### src/rtl/count_disp_pkg.sv
// count_disp_pkg: shared types and constants for count_display_driver.
// Holds the scan FSM state enum and the active-low 7-seg patterns.
package count_disp_pkg;

  typedef enum logic [1:0] {
    SHOW_ONES,
    GAP_A,
    SHOW_TENS,
    GAP_B
  } state_e;

  // Active-low patterns, bit order g..a (seg[6]=g, seg[0]=a).
  localparam logic [6:0] SEG_0 = 7'b1000000;
  localparam logic [6:0] SEG_1 = 7'b1111001;
  localparam logic [6:0] SEG_2 = 7'b0100100;
  localparam logic [6:0] SEG_3 = 7'b0110000;
  localparam logic [6:0] SEG_4 = 7'b0011001;
  localparam logic [6:0] SEG_5 = 7'b0010010;
  localparam logic [6:0] SEG_6 = 7'b0000010;
  localparam logic [6:0] SEG_7 = 7'b1111000;
  localparam logic [6:0] SEG_8 = 7'b0000000;
  localparam logic [6:0] SEG_9 = 7'b0010000;
  localparam logic [6:0] SEG_BLANK = 7'b1111111;

endpackage

### src/rtl/seg7_decode.sv
// seg7_decode: 4-bit digit to active-low 7-segment pattern.
// Ports: digit_i (0-9 meaningful), seg_o (g..a); 10-15 decode blank.
module seg7_decode
  import count_disp_pkg::*;
(
  input  logic [3:0] digit_i,
  output logic [6:0] seg_o
);

  always_comb begin
    seg_o = SEG_BLANK;
    unique case (digit_i)
      4'd0:    seg_o = SEG_0;
      4'd1:    seg_o = SEG_1;
      4'd2:    seg_o = SEG_2;
      4'd3:    seg_o = SEG_3;
      4'd4:    seg_o = SEG_4;
      4'd5:    seg_o = SEG_5;
      4'd6:    seg_o = SEG_6;
      4'd7:    seg_o = SEG_7;
      4'd8:    seg_o = SEG_8;
      4'd9:    seg_o = SEG_9;
      default: seg_o = SEG_BLANK;
    endcase
  end

endmodule

### src/rtl/count_display_driver.sv
// count_display_driver: scans a 0-15 count onto a 2-digit common-anode
// 7-seg display in decimal, snapshotting count once per frame.
// Ports: clk, reset (async, active-high), count[3:0] in;
//   seg[6:0] (active-low, g..a), an[1:0] (active-low, [0]=ones),
//   frame_tick (1-cycle pulse on first cycle of each frame) out.
// Option: LEAD_ZERO_BLANK_EN blanks the tens digit when it is 0.
module count_display_driver
  import count_disp_pkg::*;
#(
  parameter int REFRESH_DIV = 100000,
  parameter int GAP_CYCLES  = 16
) (
  input  logic       clk,
  input  logic       reset,
  input  logic [3:0] count,
  output logic [6:0] seg,
  output logic [1:0] an,
  output logic       frame_tick
);

  localparam int MAXN =
    (REFRESH_DIV > GAP_CYCLES) ? REFRESH_DIV : GAP_CYCLES;
  localparam int TW = $clog2(MAXN);

  localparam logic [TW-1:0] SHOW_LAST =
    TW'(REFRESH_DIV - 1);
  localparam logic [TW-1:0] GAP_LAST =
    TW'(GAP_CYCLES - 1);

  state_e state_q, state_d;
  logic [TW-1:0] timer_q, timer_d;
  logic [3:0] ones_q, ones_d;
  logic [3:0] tens_q, tens_d;
  logic [6:0] seg_q, seg_d;
  logic [1:0] an_q, an_d;
  logic tick_q, tick_d;

  logic [TW-1:0] last;
  logic done;
  logic [3:0] digit;
  logic [6:0] pat;

  seg7_decode u_dec (
    .digit_i (digit),
    .seg_o   (pat)
  );

  always_comb begin
    last = GAP_LAST;
    if (state_q == SHOW_ONES ||
        state_q == SHOW_TENS)
      last = SHOW_LAST;
    done = (timer_q == last);
  end

  always_comb begin
    state_d = state_q;
    timer_d = timer_q + 1'b1;
    ones_d  = ones_q;
    tens_d  = tens_q;
    tick_d  = 1'b0;
    if (done) begin
      timer_d = '0;
      unique case (state_q)
        SHOW_ONES: state_d = GAP_A;
        GAP_A:     state_d = SHOW_TENS;
        SHOW_TENS: state_d = GAP_B;
        GAP_B:     state_d = SHOW_ONES;
        default:   state_d = GAP_B;
      endcase
    end
    // Frame start: latch count so the ones digit shows it this edge.
    if (done && state_q == GAP_B) begin
      tick_d = 1'b1;
      if (count >= 4'd10) begin
        tens_d = 4'd1;
        ones_d = count - 4'd10;
      end else begin
        tens_d = 4'd0;
        ones_d = count;
      end
    end
  end

  // Outputs follow next state so they change on the entry edge.
  always_comb begin
    digit = ones_d;
    if (state_d == SHOW_TENS)
      digit = tens_d;
    an_d  = 2'b11;
    seg_d = SEG_BLANK;
    unique case (state_d)
      SHOW_ONES: begin
        an_d  = 2'b10;
        seg_d = pat;
      end
      SHOW_TENS: begin
`ifdef LEAD_ZERO_BLANK_EN
        if (tens_d != 4'd0) begin
          an_d  = 2'b01;
          seg_d = pat;
        end
`else
        an_d  = 2'b01;
        seg_d = pat;
`endif
      end
      default: begin
        an_d  = 2'b11;
        seg_d = SEG_BLANK;
      end
    endcase
  end

  always_ff @(posedge clk or posedge reset) begin
    if (reset) begin
      state_q <= GAP_B;
      timer_q <= '0;
      ones_q  <= '0;
      tens_q  <= '0;
      seg_q   <= SEG_BLANK;
      an_q    <= 2'b11;
      tick_q  <= 1'b0;
    end else begin
      state_q <= state_d;
      timer_q <= timer_d;
      ones_q  <= ones_d;
      tens_q  <= tens_d;
      seg_q   <= seg_d;
      an_q    <= an_d;
      tick_q  <= tick_d;
    end
  end

  assign seg        = seg_q;
  assign an         = an_q;
  assign frame_tick = tick_q;

endmodule
### config.mk
export PLATFORM = sky130hd
export DESIGN_NAME = count_display_driver
export DESIGN_NICKNAME = d
export VERILOG_FILES = /design/src/rtl/count_disp_pkg.sv /design/src/rtl/seg7_decode.sv /design/src/rtl/count_display_driver.sv
export SDC_FILE = /design/constraint.sdc
export NUM_CORES = 1
export LEC_CHECK = 0
export ABC_AREA = 1
export ABC_CLOCK_PERIOD_IN_PS = 2180
export CAP_MARGIN = 0
export CORE_UTILIZATION = 50
export CTS_CLUSTER_DIAMETER = 60
export DETAILED_ROUTE_END_ITERATION = 8
export GPL_TIMING_DRIVEN = 0
export MAX_ROUTING_LAYER = met4
export PLACE_DENSITY = 0.73
export SLEW_MARGIN = 20
export SYNTH_ARGS = -nofsm -noshare
export SYNTH_HDL_FRONTEND = slang
export SYNTH_HIERARCHICAL = 1
export SYNTH_SLANG_ARGS = --single-unit
### constraint.sdc
create_clock -name clk -period 2.18 [get_ports clk]
set_input_delay 0.327 -clock clk [delete_from_list [all_inputs] [get_ports clk]]
set_output_delay 0.327 -clock clk [all_outputs]
set_load 0.02 [all_outputs]
-- Yosys cells after proc, flatten, opt, wreduce, memory -nomap -nowiden
Memory sizes are Yosys's and may differ from the RTL's.
Index checks and enable logic that the tools add are counted.
- $add $sub $neg: 2
- $lt $le $gt $ge: 1
- eq/ne operators: 5
- muxes and demuxes: 12
- reduce and logical (&&, ||, !) cells: 5
- operator list (operator ; number):
    $mux 17 ; 2
    $add 17x1->17 const B ; 1
    $eq 17x17->1 ; 1
    $mux 4 ; 4
    $pmux 2 s4 ; 1
    $mux 7 ; 1
    $eq 2x2->1 const B ; 3
    $ge 4x4->1 const B ; 1
    $logic_not 2->1 ; 2
    $pmux 2 s2 ; 1
    $sub 4x4->4 const B ; 1
    $eq 2x1->1 const B ; 1
    $mux 1 ; 2
    $mux 2 ; 1
    $reduce_or 2->1 ; 1
    $logic_and 1x1->1 ; 1
    $logic_or 1x1->1 ; 1
- register bits after elaboration: 37
- ROM bits: 112
- input port bits: 6
- output and inout bits: 10
- word-level logic and storage cells: 33
- memories kept: 1
- memory list (memory ; words ; width ; read ports ; clocked after Yosys merged registers in ; wr ports ; line ; text):
    (name not given) ; 16 ; 7 ; 1 ; 0 ; 0 ; seg7_decode.sv:12 ; unique case (digit_i)

-- Longest topological paths before layout
An unclocked memory read counts as a cell.
- depth after elaboration: 9
- gate-level depth with buffers: 18
- mapped depth without buffers: 18

-- Modules after synthesis
Netlist, hierarchy kept.
- modules (own cells, without submodules) (module ; times used ; cells each ; area an instance (µm²) ; seq. area each (µm²)):
    count_display_driver ; 1 ; 224 ; 1921.8 ; 939.7
    seg7_decode ; 1 ; 35 ; 187.7 ; 0.0

-- Worst setup path after synthesis
Ideal clock, no wire load.
- kind: reg2reg
- start point: reg timer_q[0]
- end point: reg seg_q[3], in the netlist seg[3]
- setup time: 0.082 ns
- data arrival time: 2.232 ns
- required time: 2.098 ns
- path slack: -0.134 ns
- cell stages (with the launch flop): 18
- buffers on the path: 0
- period minus slack after synthesis: 2.314 ns
- cells stage by stage: dfrtp_1 -> ha_1 -> nand2_1 -> nor2_4 -> nand3_1 -> nor2_4 -> nand2_2 -> nand2_2 -> nand2_4 -> nand2_4 -> nand2_1 -> nand2_1 -> inv_1 -> ha_1 -> nand2_1 -> nand3_1 -> nand2_1 -> or2_1
- cells in the longest elaborated chain, start to end: 6
- elaborated cells on any way between the ends: 11
- those cells by class: eq/ne: 2; mux: 5; reduce/logical: 3; memory: 1
- RTL lines (element ; line ; text):
    from (decl) ; count_display_driver.sv:31 ; logic [TW-1:0] timer_q, timer_d;
    from (signal assigned) ; count_display_driver.sv:126 ; timer_q <= timer_d;
    $eq 17x17->1 ; count_display_driver.sv:53 ; done = (timer_q == last);
    $mux 2 ; count_display_driver.sv:62 ; if (done) begin
    via state_d[1] ; count_display_driver.sv:30 ; state_e state_q, state_d;
    $eq 2x2->1 ; count_display_driver.sv:88 ; if (state_d == SHOW_TENS)
    $mux 4 ; count_display_driver.sv:88 ;
    via digit[1] ; count_display_driver.sv:40 ; logic [3:0] digit;
    $mem_v2 16x7 ; -- ;
    via pat[3] ; count_display_driver.sv:41 ; logic [6:0] pat;
    $mux 7 ; count_display_driver.sv:92 ; unique case (state_d)
    via seg_d[3] ; count_display_driver.sv:34 ; logic [6:0] seg_q, seg_d;
    to (signal assigned) ; count_display_driver.sv:129 ; seg_q <= seg_d;
    to (decl) ; count_display_driver.sv:34 ;
The timed path passes the listed nets, and every way through them passes these cells.

-- Worst setup path after layout
- start point: reg timer_q[0]
- end point: reg seg_q[3], in the netlist seg[3]
- cells in the longest elaborated chain, start to end: 6
- elaborated cells on any way between the ends: 11
- those cells by class: eq/ne: 2; mux: 5; reduce/logical: 3; memory: 1
- RTL lines (element ; line):
    $eq 17x17->1 * ; count_display_driver.sv:53
    $mux 2 or $logic_and 1x1->1 (tied branches) ; count_display_driver.sv:62, count_display_driver.sv:73
    $eq 2x2->1 or $mux 4 (tied branches) ; count_display_driver.sv:88, count_display_driver.sv:73
    $mux 4 * ; count_display_driver.sv:88
    via digit[1] ; count_display_driver.sv:40
    $mem_v2 16x7 * ; --
    via pat[3] ; count_display_driver.sv:41
    $mux 7 * ; count_display_driver.sv:92
    via seg_d[3] ; count_display_driver.sv:34
Mark *: on every way through the listed nets, which the timed path passes. The rest lies on a longest branch.

==> load_flow_metrics.sql <==
INSERT INTO impl_metrics (metric_group, metric, value, unit) VALUES
('run_status', 'status', 'finished, violations left', ''),
('run_status', 'failed_checks', 'setup timing', ''),
('logic_synthesis', 'syn_inst', '259', ''),
('global_routing', 'grt_overflow', '0', ''),
('clocking', 'numCtsBuffers', '5', ''),
('sta', 'report.final.setup_viol', '7', ''),
('sta', 'timing_hold_violations_final', '0', ''),
('logic_synthesis', 'synth.distinct_cells', '28', ''),
('power', 'power.share.sequential', '51.4', '%'),
('final_layout', 'nNetsFinal', '328', ''),
('final_layout', 'final_area', '2920', 'um2'),
('sta', 'timing.max_slew.rel_slack', '75.1', '%'),
('power', 'report.power.total', '1340', 'uW'),
('placed_design', 'finalWeightedCongestion', '0.854', ''),
('final_layout', 'drive_above_1_share', '38.0', '%'),
('final_layout', 'areaGrowthSynthToFinish', '38.3', '%'),
('power', 'cellPowerDensity', '459', 'nW/um2'),
('logic_synthesis', 'fraction_of_post_synthesis_cell_area_in_the_top_cell_type_by_area', '30.8', '%'),
('routing', 'vias', '1830', ''),
('sta', 'grt_setup_unrepaired', 'yes', ''),
('logic_synthesis', 'postSynthAreaPerCell', '8.14', 'um2'),
('power', 'p_sw_share', '19.6', '%'),
('placed_design', 'placement.cell_area', '2370', 'um2'),
('final_layout', 'n_antenna_cell', '0', ''),
('sta', 'worst_clock_skew', '0.00685', 'ns'),
('placed_design', 'dp_hpwl', '2740', 'um'),
('setup_path', 'crit_family', 'simple AND/OR/NAND/NOR gates', ''),
('global_routing', 'grt_first_pass_wirelength', '6970', 'um'),
('routing', 'drcViolationCount', '0', ''),
('logic_synthesis', 'yosysSeqAreaShare', '44.5', '%'),
('routing', 'via_per_inst', '5.04', ''),
('power', 'power.clock.fraction', '45.8', '%'),
('final_layout', 'mostFrequentLayoutCells', '43 x sky130_fd_sc_hd__nand2_1, 32 x sky130_fd_sc_hd__inv_1, 28 x sky130_fd_sc_hd__buf_4', ''),
('global_routing', 'grt_antenna_before_repair', '0', ''),
('routing', 'detailedRoute.firstIterationViolations', '79', ''),
('clocking', 'clock_pin_slew_of_the_registers_on_the_worst_case_setup_and_hold_paths', '0.07', 'ns'),
('final_layout', 'fillCellCount', '286', ''),
('setup_path', 'worstSetupEndpointType', 'register', ''),
('power', 'combPwrFrac', '2.8', '%'),
('setup_path', 'start_kind', 'register', ''),
('routing', 'totalWireLength', '4690', 'um'),
('global_routing', 'grt_start_max_net_pins', '30', ''),
('sta', 'worst_pin_slew', '0.372', 'ns'),
('final_layout', 'utilization', '72.4', '%'),
('sta', 'min_period_over_period', '107', '%'),
('sta', 'fmax', '427', 'MHz'),
('setup_path', 'crit_slowest_cell', 'sky130_fd_sc_hd__dfrtp_1', ''),
('sta', 'final.setup.tns', '-1.00', 'ns'),
('placed_design', 'dpl_worst_slack', '-0.228', 'ns'),
('floorplanning', 'die_h', '67.0', 'um'),
('clocking', 'clock_latency', '0.29', 'ns'),
('routing', 'dr.pass1.iters', '5', ''),
('floorplanning', 'design.die.area', '4480', 'um2'),
('sta', 'final_max_slew_viol_count', '0', ''),
('floorplanning', 'initial_core_util', '52.4', '%'),
('logic_synthesis', 'synthesis.area', '2110', 'um2'),
('flow_run', 'max_cap_violations', '0', ''),
('clocking', 'cts_root_buffer', 'sky130_fd_sc_hd__clkbuf_8', ''),
('floorplanning', 'top_level_ports', '16', ''),
('logic_synthesis', 'ys.warnings.count', '6', ''),
('setup_path', 'critical_path_required', '2.40', 'ns'),
('placed_design', 'port-buffer-count', '15', ''),
('clocking', 'cts_sink_count', '37', ''),
('power', 'p_int', '1080', 'uW'),
('sta', 'final.setup.worst_slack', '-0.160', 'ns'),
('floorplanning', 'placeableCoreArea', '4030', 'um2'),
('setup_path', 'timing_worst_setup_path_type', 'reg2reg', ''),
('setup_path', 'worst_path_most_repeated_cell', 'sky130_fd_sc_hd__nand2_2', ''),
('global_routing', 'track_usage', '21.4', '%'),
('worst_hold_path', 'timing.hold.worst.class', 'in2async', ''),
('global_routing', 'first_global_vias', '1626', '');
-- metal layers --
metal  wire (um)  vias up  global-route usage [%]
li1            -      917                       -
met1        2050      851                    26.8
met2        2340       53                    33.8
met3         230        9                    4.97
met4          62        0                    7.18
met5           0        -                       -
-- synth_stat cells --
library cell and count:
sky130_fd_sc_hd__o21ai_1 2, sky130_fd_sc_hd__nand4_2 1, sky130_fd_sc_hd__o21ai_0 7, sky130_fd_sc_hd__o21ai_2 1, sky130_fd_sc_hd__nand2_1 60, sky130_fd_sc_hd__nand2_4 4, sky130_fd_sc_hd__xor2_1 4, sky130_fd_sc_hd__a21oi_1 4
sky130_fd_sc_hd__o21ai_4 1, sky130_fd_sc_hd__dfstp_2 11, sky130_fd_sc_hd__nand4_4 1, sky130_fd_sc_hd__ha_1 10, sky130_fd_sc_hd__buf_6 1, sky130_fd_sc_hd__inv_1 44, sky130_fd_sc_hd__nand3_1 26, sky130_fd_sc_hd__nor2_1 22
sky130_fd_sc_hd__or2_1 7, sky130_fd_sc_hd__a21oi_2 1, sky130_fd_sc_hd__nand3b_1 2, sky130_fd_sc_hd__a211oi_1 1, sky130_fd_sc_hd__inv_2 2, sky130_fd_sc_hd__o211ai_1 2, sky130_fd_sc_hd__nor2_4 3, sky130_fd_sc_hd__nand4_1 4
sky130_fd_sc_hd__dfrtp_1 26, sky130_fd_sc_hd__nor3_1 4, sky130_fd_sc_hd__or2_2 2, sky130_fd_sc_hd__nand2_2 6
-- cells by family after synthesis --
kind of cell / count (synthesis) / synth area share (%)
xor+xnor: 4 / 1.66
flops: 37 / 44.5
fa+ha+maj: 10 / 5.93
buf+inv: 47 / 8.72
compound gates: 19 / 5.75
simple gates: 142 / 33.4
-- power by group through the flow --
stage               Sequential (uW)  Combinational, uW  Clock [uW]
global route                    687               44.0         651
global placement                700               33.5           0
CTS                             687               39.4         618
finish                          687               37.9         612
floorplan                       700               18.7           0
detailed placement              700               38.8           0
-- worst paths after layout --
path                            slack [ns]  startpoint  depth (start not counted)          to
worst max-delay path                 -0.16  timer_q[0]                         15      seg[3]
worst min-delay path                  0.28       reset                          2  timer_q[8]
worst max register to register       -0.16  timer_q[0]                         15      seg[3]
worst min register to register        0.47   tens_q[2]                          2   tens_q[2]
max in group asynchronous             1.41       reset                          3  state_q[0]
min in group clk                      0.47   tens_q[2]                          2   tens_q[2]
-- sequential cells by signal (all words and copies together), names as in the netlist --
register,count
seg,7
ones_q,4
timer_q,17
frame_tick,1
an,2
tens_q,4
state_q,2
-- repair_timing --
action                                  CTS  global route
cloned                                    1             0
gates resized for setup                  28            28
setup buffers                            18            11
pin swaps                                16            21
endpoints found under the setup margin    7             7
-- layout make-up --
class,instances,area (um2),share of cell area [%]
tap,50,62.6,2.15
inverter,46,180,6.18
timing repair buffer,46,397,13.6
buffer,1,11.3,0.386
clock inverter,1,30.0,1.03
multi-input combinational,175,1210,41.4
sequential,37,941,32.3
clock buffer,7,86.3,2.96
-- metrics by stage --
stage,std cells,hold WS [ns]
6_report,363,0.281
5_1_grt,363,0.301
4_1_cts,352,0.293
3_5_place_dp,325,0.451
3_3_place_gp,324,0.447
2_1_floorplan,259,0.430
No activity file was read; power rests on OpenSTA's default activity.
